## config.mk

```make
export PLATFORM = sky130hd
export DESIGN_NAME = dma_ch_ctrl_fsm
export DESIGN_NICKNAME = d
export VERILOG_FILES = /design/src/rtl/dma_ch_pkg.sv /design/src/rtl/dma_ch_ctrl_fsm_status.sv /design/src/rtl/dma_ch_ctrl_fsm.sv
export SDC_FILE = /design/constraint.sdc
export NUM_CORES = 1
export LEC_CHECK = 0
export CORE_ASPECT_RATIO = 0.6
export CORE_UTILIZATION = 26
export DETAILED_ROUTE_END_ITERATION = 8
export GPL_ROUTABILITY_DRIVEN = 0
export PLACE_DENSITY = 0.87
export SLEW_MARGIN = 20
export SYNTH_ARGS = -nofsm -noshare
export SYNTH_HDL_FRONTEND = slang
export SYNTH_SLANG_ARGS = --single-unit
```

## constraint.sdc

```tcl
create_clock -name clk -period 4.7 [get_ports clk]
set_input_delay 0.705 -clock clk [delete_from_list [all_inputs] [get_ports clk]]
set_output_delay 0.705 -clock clk [all_outputs]
set_load 0.03 [all_outputs]
```

## src/rtl/dma_ch_pkg.sv

```systemverilog
// Shared constants and state type for the DMA channel command sequencer.
package dma_ch_pkg;

  localparam int CMD_ENABLE  = 0;
  localparam int CMD_CLEAR   = 1;
  localparam int CMD_DISABLE = 2;
  localparam int CMD_STOP    = 3;
  localparam int CMD_PAUSE   = 4;
  localparam int CMD_RESUME  = 5;

  localparam int INTR_DONE     = 0;
  localparam int INTR_ERR      = 1;
  localparam int INTR_DISABLED = 2;
  localparam int INTR_STOPPED  = 3;

  localparam int STAT_DONE     = 16;
  localparam int STAT_ERR      = 17;
  localparam int STAT_DISABLED = 18;
  localparam int STAT_STOPPED  = 19;
  localparam int STAT_PAUSED   = 20;
  localparam int STAT_WDOG     = 24;

  typedef enum logic [2:0] {
    IDLE, START, ACTIVE, PAUSED, LINK, DRAIN_S, DRAIN_D, ERRDRAIN
  } ch_state_e;

endpackage

```

## src/rtl/dma_ch_ctrl_fsm_status.sv

```systemverilog
// CH_STATUS register: event set, W1C and CLEAR handling, interrupt reduction.
// An event set wins over a clear arriving in the same cycle.
module dma_ch_status_irq
  import dma_ch_pkg::*;
#(
  parameter int WIDTH = 32
) (
  input  logic             clk,
  input  logic             resetn,
  input  logic             w1c_en,
  input  logic [3:0]       w1c_mask,
  input  logic [3:0]       intren,
  input  logic             clr_all,
  input  logic             clr_stat,
  input  logic [3:0]       set_evt,
  input  logic             set_wdog,
  input  logic             paused,
  output logic [WIDTH-1:0] status,
  output logic             irq
);

  logic [3:0] intr_q;
  logic [3:0] stat_q;
  logic       wdog_q;
  logic [3:0] intr_clr;

  assign intr_clr = (w1c_en ? w1c_mask : 4'h0) | {4{clr_all}};

  always_ff @(posedge clk or negedge resetn) begin
    if (!resetn) begin
      intr_q <= 4'h0;
      stat_q <= 4'h0;
      wdog_q <= 1'b0;
    end else begin
      intr_q <= (intr_q & ~intr_clr) | set_evt;
      stat_q <= (stat_q & ~{4{clr_all | clr_stat}}) | set_evt;
      wdog_q <= (wdog_q & ~(clr_all | clr_stat)) | set_wdog;
    end
  end

  always_comb begin
    status                       = '0;
    status[INTR_STOPPED:INTR_DONE] = intr_q;
    status[STAT_STOPPED:STAT_DONE] = stat_q;
    status[STAT_PAUSED]          = paused;
    status[STAT_WDOG]            = wdog_q;
  end

  assign irq = |(intr_q & intren);

endmodule

```

## src/rtl/dma_ch_ctrl_fsm.sv

```systemverilog
// DMA channel command sequencer: CH_CMD decode, datapath handshakes, descriptor linking.
// Optional beat watchdog enabled by defining DMA_CH_WATCHDOG_EN.
//
// state    | meaning
// IDLE     | channel off, waiting for ENABLE
// START    | one-cycle start pulse to the datapath
// ACTIVE   | transfer running
// PAUSED   | datapath paused, waiting for RESUME
// LINK     | fetching the next linked descriptor
// DRAIN_S  | STOP: abort held until datapath idle
// DRAIN_D  | DISABLE: halt held until datapath idle
// ERRDRAIN | error: abort held until datapath idle
module dma_ch_ctrl_fsm
  import dma_ch_pkg::*;
#(
  parameter int WIDTH       = 32,
  parameter int WDOG_CYCLES = 1024
) (
  input  logic             clk,
  input  logic             resetn,
  input  logic             cmd_wr_en,
  input  logic             stat_wr_en,
  input  logic [WIDTH-1:0] cfg_data_in,
  input  logic [WIDTH-1:0] cfg_intren,
  input  logic [WIDTH-1:0] cfg_linkaddr,
  output logic             xfer_start,
  output logic             xfer_abort,
  output logic             xfer_halt,
  output logic             xfer_pause,
  input  logic             xfer_done,
  input  logic             xfer_err,
  input  logic             xfer_idle,
  input  logic             xfer_beat,
  output logic             lnk_req,
  input  logic             lnk_ack,
  input  logic             lnk_err,
  output logic [WIDTH-1:0] ch_cmd_out,
  output logic [WIDTH-1:0] ch_status_out,
  output logic             ch_busy,
  output logic             ch_irq
);

  ch_state_e  state_q, state_d;
  logic       stop_pend_q, stop_pend_d;
  logic [3:0] set_evt;
  logic       set_wdog, clr_all, clr_stat, wdog_to;
  logic       cmd_en, cmd_clr, cmd_dis, cmd_stop, cmd_pause, cmd_res;
  logic       unused_cfg;

  assign cmd_en    = cmd_wr_en & cfg_data_in[CMD_ENABLE];
  assign cmd_clr   = cmd_wr_en & cfg_data_in[CMD_CLEAR];
  assign cmd_dis   = cmd_wr_en & cfg_data_in[CMD_DISABLE];
  assign cmd_stop  = cmd_wr_en & cfg_data_in[CMD_STOP];
  assign cmd_pause = cmd_wr_en & cfg_data_in[CMD_PAUSE];
  assign cmd_res   = cmd_wr_en & cfg_data_in[CMD_RESUME];

  assign unused_cfg = ^{cfg_data_in[WIDTH-1:6], cfg_intren[WIDTH-1:4], cfg_linkaddr[WIDTH-1:1]};

`ifdef DMA_CH_WATCHDOG_EN
  // Down-counter of beatless ACTIVE cycles; held while paused.
  localparam int CW = (WDOG_CYCLES > 1) ? $clog2(WDOG_CYCLES) : 1;
  localparam logic [CW-1:0] WDOG_LOAD = CW'(WDOG_CYCLES - 1);
  logic [CW-1:0] wdog_cnt_q;

  always_ff @(posedge clk or negedge resetn) begin
    if (!resetn) begin
      wdog_cnt_q <= WDOG_LOAD;
    end else if (state_q == ACTIVE) begin
      if (xfer_beat || wdog_cnt_q == '0) wdog_cnt_q <= WDOG_LOAD;
      else                               wdog_cnt_q <= wdog_cnt_q - 1'b1;
    end else if (state_q != PAUSED) begin
      wdog_cnt_q <= WDOG_LOAD;
    end
  end

  assign wdog_to = (state_q == ACTIVE) && !xfer_beat && (wdog_cnt_q == '0);
`else
  localparam int unused_wdog_cycles = WDOG_CYCLES;
  logic unused_beat;
  assign unused_beat = xfer_beat;
  assign wdog_to     = 1'b0;
`endif

  always_ff @(posedge clk or negedge resetn) begin
    if (!resetn) begin
      state_q     <= IDLE;
      stop_pend_q <= 1'b0;
    end else begin
      state_q     <= state_d;
      stop_pend_q <= stop_pend_d;
    end
  end

  always_comb begin
    state_d     = state_q;
    stop_pend_d = stop_pend_q;
    set_evt     = 4'h0;
    set_wdog    = 1'b0;
    clr_all     = 1'b0;
    clr_stat    = 1'b0;
    case (state_q)
      IDLE: begin
        stop_pend_d = 1'b0;
        clr_all     = cmd_clr;
        if (cmd_en) begin
          clr_stat = 1'b1;
          state_d  = START;
        end
      end
      START: state_d = ACTIVE;
      ACTIVE: begin
        // Priority: error/watchdog > STOP > DISABLE > done > PAUSE
        if (xfer_err || wdog_to) begin
          state_d  = ERRDRAIN;
          set_wdog = wdog_to;
        end else if (cmd_stop) begin
          state_d = DRAIN_S;
        end else if (cmd_dis) begin
          state_d = DRAIN_D;
        end else if (xfer_done) begin
          if (cfg_linkaddr[0]) begin
            state_d = LINK;
          end else begin
            state_d            = IDLE;
            set_evt[INTR_DONE] = 1'b1;
          end
        end else if (cmd_pause) begin
          state_d = PAUSED;
        end
      end
      PAUSED: begin
        if (cmd_stop)      state_d = DRAIN_S;
        else if (cmd_dis)  state_d = DRAIN_D;
        else if (cmd_res)  state_d = ACTIVE;
      end
      LINK: begin
        if (lnk_ack) begin
          stop_pend_d = 1'b0;
          if (lnk_err) begin
            state_d           = IDLE;
            set_evt[INTR_ERR] = 1'b1;
          end else if (stop_pend_q || cmd_stop) begin
            state_d               = IDLE;
            set_evt[INTR_STOPPED] = 1'b1;
          end else begin
            state_d = START;
          end
        end else if (cmd_stop) begin
          stop_pend_d = 1'b1;
        end
      end
      DRAIN_S: if (xfer_idle) begin
        state_d               = IDLE;
        set_evt[INTR_STOPPED] = 1'b1;
      end
      DRAIN_D: if (xfer_idle) begin
        state_d                = IDLE;
        set_evt[INTR_DISABLED] = 1'b1;
      end
      ERRDRAIN: if (xfer_idle) begin
        state_d           = IDLE;
        set_evt[INTR_ERR] = 1'b1;
      end
      default: state_d = IDLE;
    endcase
  end

  assign xfer_start = (state_q == START);
  assign xfer_abort = (state_q == DRAIN_S) || (state_q == ERRDRAIN);
  assign xfer_halt  = (state_q == DRAIN_D);
  assign xfer_pause = (state_q == PAUSED);
  assign lnk_req    = (state_q == LINK);
  assign ch_busy    = (state_q != IDLE);
  assign ch_cmd_out = {{(WIDTH-1){1'b0}}, ch_busy};

  dma_ch_status_irq #(.WIDTH(WIDTH)) u_status (
    .clk      (clk),
    .resetn   (resetn),
    .w1c_en   (stat_wr_en),
    .w1c_mask (cfg_data_in[3:0]),
    .intren   (cfg_intren[3:0]),
    .clr_all  (clr_all),
    .clr_stat (clr_stat),
    .set_evt  (set_evt),
    .set_wdog (set_wdog),
    .paused   (state_q == PAUSED),
    .status   (ch_status_out),
    .irq      (ch_irq)
  );

endmodule

```

# Yosys cells after proc, flatten, opt, wreduce, memory -nomap -nowiden
# Cells that the tools add are included.
[word_totals]
out_inout_bits = 71
regBits = 13
elab_cells = 81
[op_classes]
eq_ne = 13
n_reduce_logical = 9
bitwise = 17
n_mux = 37
[op_table]
columns = ["operator", "n"]
rows = [
  ["$mux W3", 12],
  ["$mux W1", 20],
  ["$pmux W3 S6", 1],
  ["$and A4 B4 Y4", 3],
  ["$eq A3 B3 Y1 const B", 4],
  ["$or A4 B4 Y4", 3],
  ["$not A4 Y4", 2],
  ["$and A1 B1 Y1", 7],
  ["$eq A3 B2 Y1 const B", 2],
  ["$ne A6 B6 Y1 const B", 1],
  ["$pmux W1 S2", 3],
  ["$reduce_and A5 Y1", 1],
  ["$mux W4", 1],
  ["$ne A2 B1 Y1 const B", 2],
  ["$ne A4 B1 Y1 const B", 1],
  ["$reduce_or A4 Y1", 1],
  ["$eq A3 B1 Y1 const B", 1],
  ["$logic_not A3 Y1", 1],
  ["$ne A3 B1 Y1 const B", 1],
  ["$reduce_bool A3 Y1", 1],
  ["$reduce_or A3 Y1", 1],
  ["$logic_or A1 B1 Y1", 2],
  ["$ne A2 B2 Y1 const B", 1],
  ["$reduce_and A2 Y1", 1],
  ["other kinds (3)", 3],
]

# Longest topological paths before layout
[depth]
depth_word = 7
depth_mapped = 5
ltp_nobuf = 4

# By module
# Synthesis repeated with hierarchy kept, for this count alone.
[hier_totals]
cells_unflattened = 151
hier_area_um2 = 1252.5
[by_module_without_submodules]
columns = ["module", "cells_per_inst", "area_per_inst_um2", "instances"]
rows = [
  ["dma_ch_ctrl_fsm", 99, 726.9, 1],
  ["dma_ch_status_irq", 52, 525.5, 1],
]

# Worst setup path before layout
# Ideal clock, no wire load.
[synth_path]
path_type = "register to output"
start = "reg state_q[1]"
end = "out xfer_halt"
arrival_ns = 1.545
stages_incl_launch_ff = 4
slack_ns = 2.450
path_cell_list = "dfrtp_1 > clkbuf_1 > inv_1 > nor3b_1"
[synth_via]
elab_chain_cells = 1
[synth_lines]
columns = ["element", "line", "text"]
rows = [
  ["from (decl)", "dma_ch_ctrl_fsm.sv:43", "ch_state_e state_q, state_d;"],
  ["from (signal assigned)", "dma_ch_ctrl_fsm.sv:89", "state_q <= state_d;"],
  ["$eq A3 B3 Y1", "dma_ch_ctrl_fsm.sv:170", "assign xfer_halt = (state_q == DRAIN_D);"],
  ["to (decl)", "dma_ch_ctrl_fsm.sv:28", "output logic xfer_halt,"],
]
# Every way passes these cells.

# Worst setup path after layout
# Ends and elaborated chain as after synthesis.

==> flow_summary.toml <==
[pwr]
total_power_uw = 876
p_comb_frac = 0.613
seq_power_share = 0.269
switching_share = 0.494
p_per_area_nw_per_um2 = 596
ir_drop_uv = 201
p_leak_nw = 0.684
power_frac_clock = 0.117
p_sw_uw = 433
intPower_uw = 443

[logic_synthesis]
synth_top_family_by_area = "buffers and inverters"
syn_avg_cell_area_um2 = 8.40
yosysSeqAreaShare = 0.263
synthSimpleGateAreaFrac = 0.142
synth_edf_count = 0
yosys_most_used_dff = "dfrtp_1"
synth-seq-cells = 13
ys_top_cells_by_area = "buf_4, dfrtp_1, and2_1"
synth_mux_area_frac = 0
syn_area_um2 = 1230
synth.distinct_cells = 35
synth_compound_area_frac = 0.221
async_flop_share = 1.00
yosysTopAreaCell = "buf_4"
synth_xor_area_frac = 0
synthCells = 147
yosysWarnings = 0
synth_top_area_frac = 0.340
synthAdderAreaFrac = 0

[timing]
setup_slack_ns = 1.86
timing.hold.ws_ns = 0.484
fin_skew_ns = 0.00629
hold_viol = 0
slew-limit-headroom = 0.600
fmax_mhz = 353
final.period_utilization = 0.604
min_period_ns = 2.84
maxSlewViolCount = 0
fin_setup_tns_ns = 0
setup_viol = 0
tightest_slew_ns = 0.598
rsz0062_at_grt = "false"

[grt]
grt_antenna_before_repair = 0
grt_start_max_net_pins = 20
grt_pass1_vias = 855
globalRouteOverflowTotal = 0
grt_pass1_wl_um = 4470
grt_usage = 0.113

[placed_design]
placed_cell_area_um2 = 1430
pre_cts_slack_ns = 1.99
dpl.cell_count = 234
io_buffers = 37
dp_hpwl_um = 2220

[critical_path]
crit_family = "buffers and inverters"
required_ns = 3.99
cp_max_fo = 11
cp_slowest_stage_delay_ns = 0.76
worst_path_max_delay_cell = "clkdlybuf4s50_1"
worstSetupStartpointType = "flip-flop"
worstRegToRegCells = 4
cp.buffers_inverters = 2
cp.arrival_ns = 2.13
cp.depth = 3
path_cells = "inv_1 -> nor3b_1 -> clkdlybuf4s50_1"
critPathCaptureType = "primary output"
path_class = "reg -> out"

[clock_network]
cts.repair.resized = 0
clk_latency_ns = 0.25
cts.htree.levels = 1
clockBufferDepth = 2
numCtsBuffers = 3
cts_sinks = 13
post_cts_buffers = 0
cts_hold_buf = 0
root_buffer = "clkbuf_8"
cts_tree = "built"
path_clk_slew_ns = 0.06

[floorplan]
die_area_um2 = 5040
die_y_um = 55.4
fp.dieW_um = 91.0
io_pins = 177
row_count = 18
core-area_um2 = 4320
start_util = 0.286

[routing]
vias = 995
drc_errors = 0
dr.pass1.iters = 4
wirelength_um = 2800
drt-initial-drc-count = 80
drtAntennaViolNets = 0
viasPerCell = 4.18
wl_per_cell_um = 11.8

[cells_and_area]
fin_nets = 285
area_delta_synth_final_pct = 19.0
nFillCells = 457
drive_gt1_frac = 0.0449
fin_util = 0.340
diodes = 0
fin_area_um2 = 1470
final_cells = 238

[worst_hold_path]
whs_path_depth = 1
min_path_type = "reg -> reg"

[status]
outcome = "finished clean"

[flow_run]
max_cap_violations = 0
## path summary, 6_finish.rpt
path | slack, ns | endpoint | from
worst min register to register | 0.48 | u_status.wdog_q | u_status.wdog_q
worst max-delay path | 1.86 | xfer_halt | state_q[1]
worst max register to register | 2.82 | state_q[0] | state_q[0]
max in group asynchronous | 3.47 | u_status.stat_q[2] | resetn
worst min-delay path | 0.48 | u_status.wdog_q | u_status.wdog_q
min in group asynchronous | 0.84 | state_q[1] | resetn
## cells by family after synthesis
group / Yosys count
AOI/OAI and AO/OA: 37
buffers and inverters: 64
DFF: 13
other: 1
and+or+nand+nor: 32
## worst reg2reg max path, cell delays in order, from the launching register on
cell     delay [ns]
dfrtp_1        0.57
or3b_4         0.48
a31o_1         0.24
a211o_1        0.28
a32o_1         0.20
## cells in the mapped netlist, types with 2 or more instances
cell type   n
o22ai_1     2
a21o_1      4
nand3_1     3
a21boi_0    2
a22oi_1     2
a22o_1      2
a211o_1     2
nand2_1    10
nand2b_1    2
and2_1      6
inv_1       2
a21oi_1     6
a32o_1      3
o21ai_0     3
a31o_2      4
clkbuf_1    5
buf_4      56
nor2_1      4
dfrtp_1    13
## cell usage in the layout (no fill, tap or decap), types with 2 or more instances in the layout
cell type,instances
clkbuf_8,3
a31o_2,4
inv_1,2
a22oi_1,2
a21o_1,4
a22o_1,2
o22ai_1,2
and2_1,6
a21boi_0,2
nor2_1,4
nand2_1,10
conb_1,53
nand3_1,3
a32o_1,3
dfrtp_1,13
nand2b_1,2
clkdlybuf4s50_1,37
a211o_1,2
o21ai_0,3
a21oi_1,6
## flip-flops by register name, summed over array words and instances (netlist names)
register and count:
u_status.wdog_q 1, stop_pend_q 1, state_q 3, u_status.stat_q 4, u_status.intr_q 4
## area by class of cell
type | instances | area, um^2 | share of cell area
well taps | 60 | 75.1 | 0.0511
flip-flops and latches | 13 | 325 | 0.221
multi-input cells | 122 | 647 | 0.440
clock buffers | 4 | 45.0 | 0.0306
inverters | 2 | 7.51 | 0.00511
repair buffers | 37 | 370 | 0.252
## per-layer routing
layer  share of wire  track usage
met5               0            0
met1            0.46        0.147
met3           0.089       0.0592
met2            0.45        0.172
met4          0.0029       0.0136
## power groups by stage
stage	Sequential, mW	Clock, mW	Combinational [mW]
floorplan	0.245	0	0.390
global placement	0.230	0	0.528
detailed placement	0.235	0	0.538
CTS	0.234	0.104	0.539
global route	0.245	0.108	0.576
finish	0.236	0.103	0.537
Power figures use the tool's default switching activity.
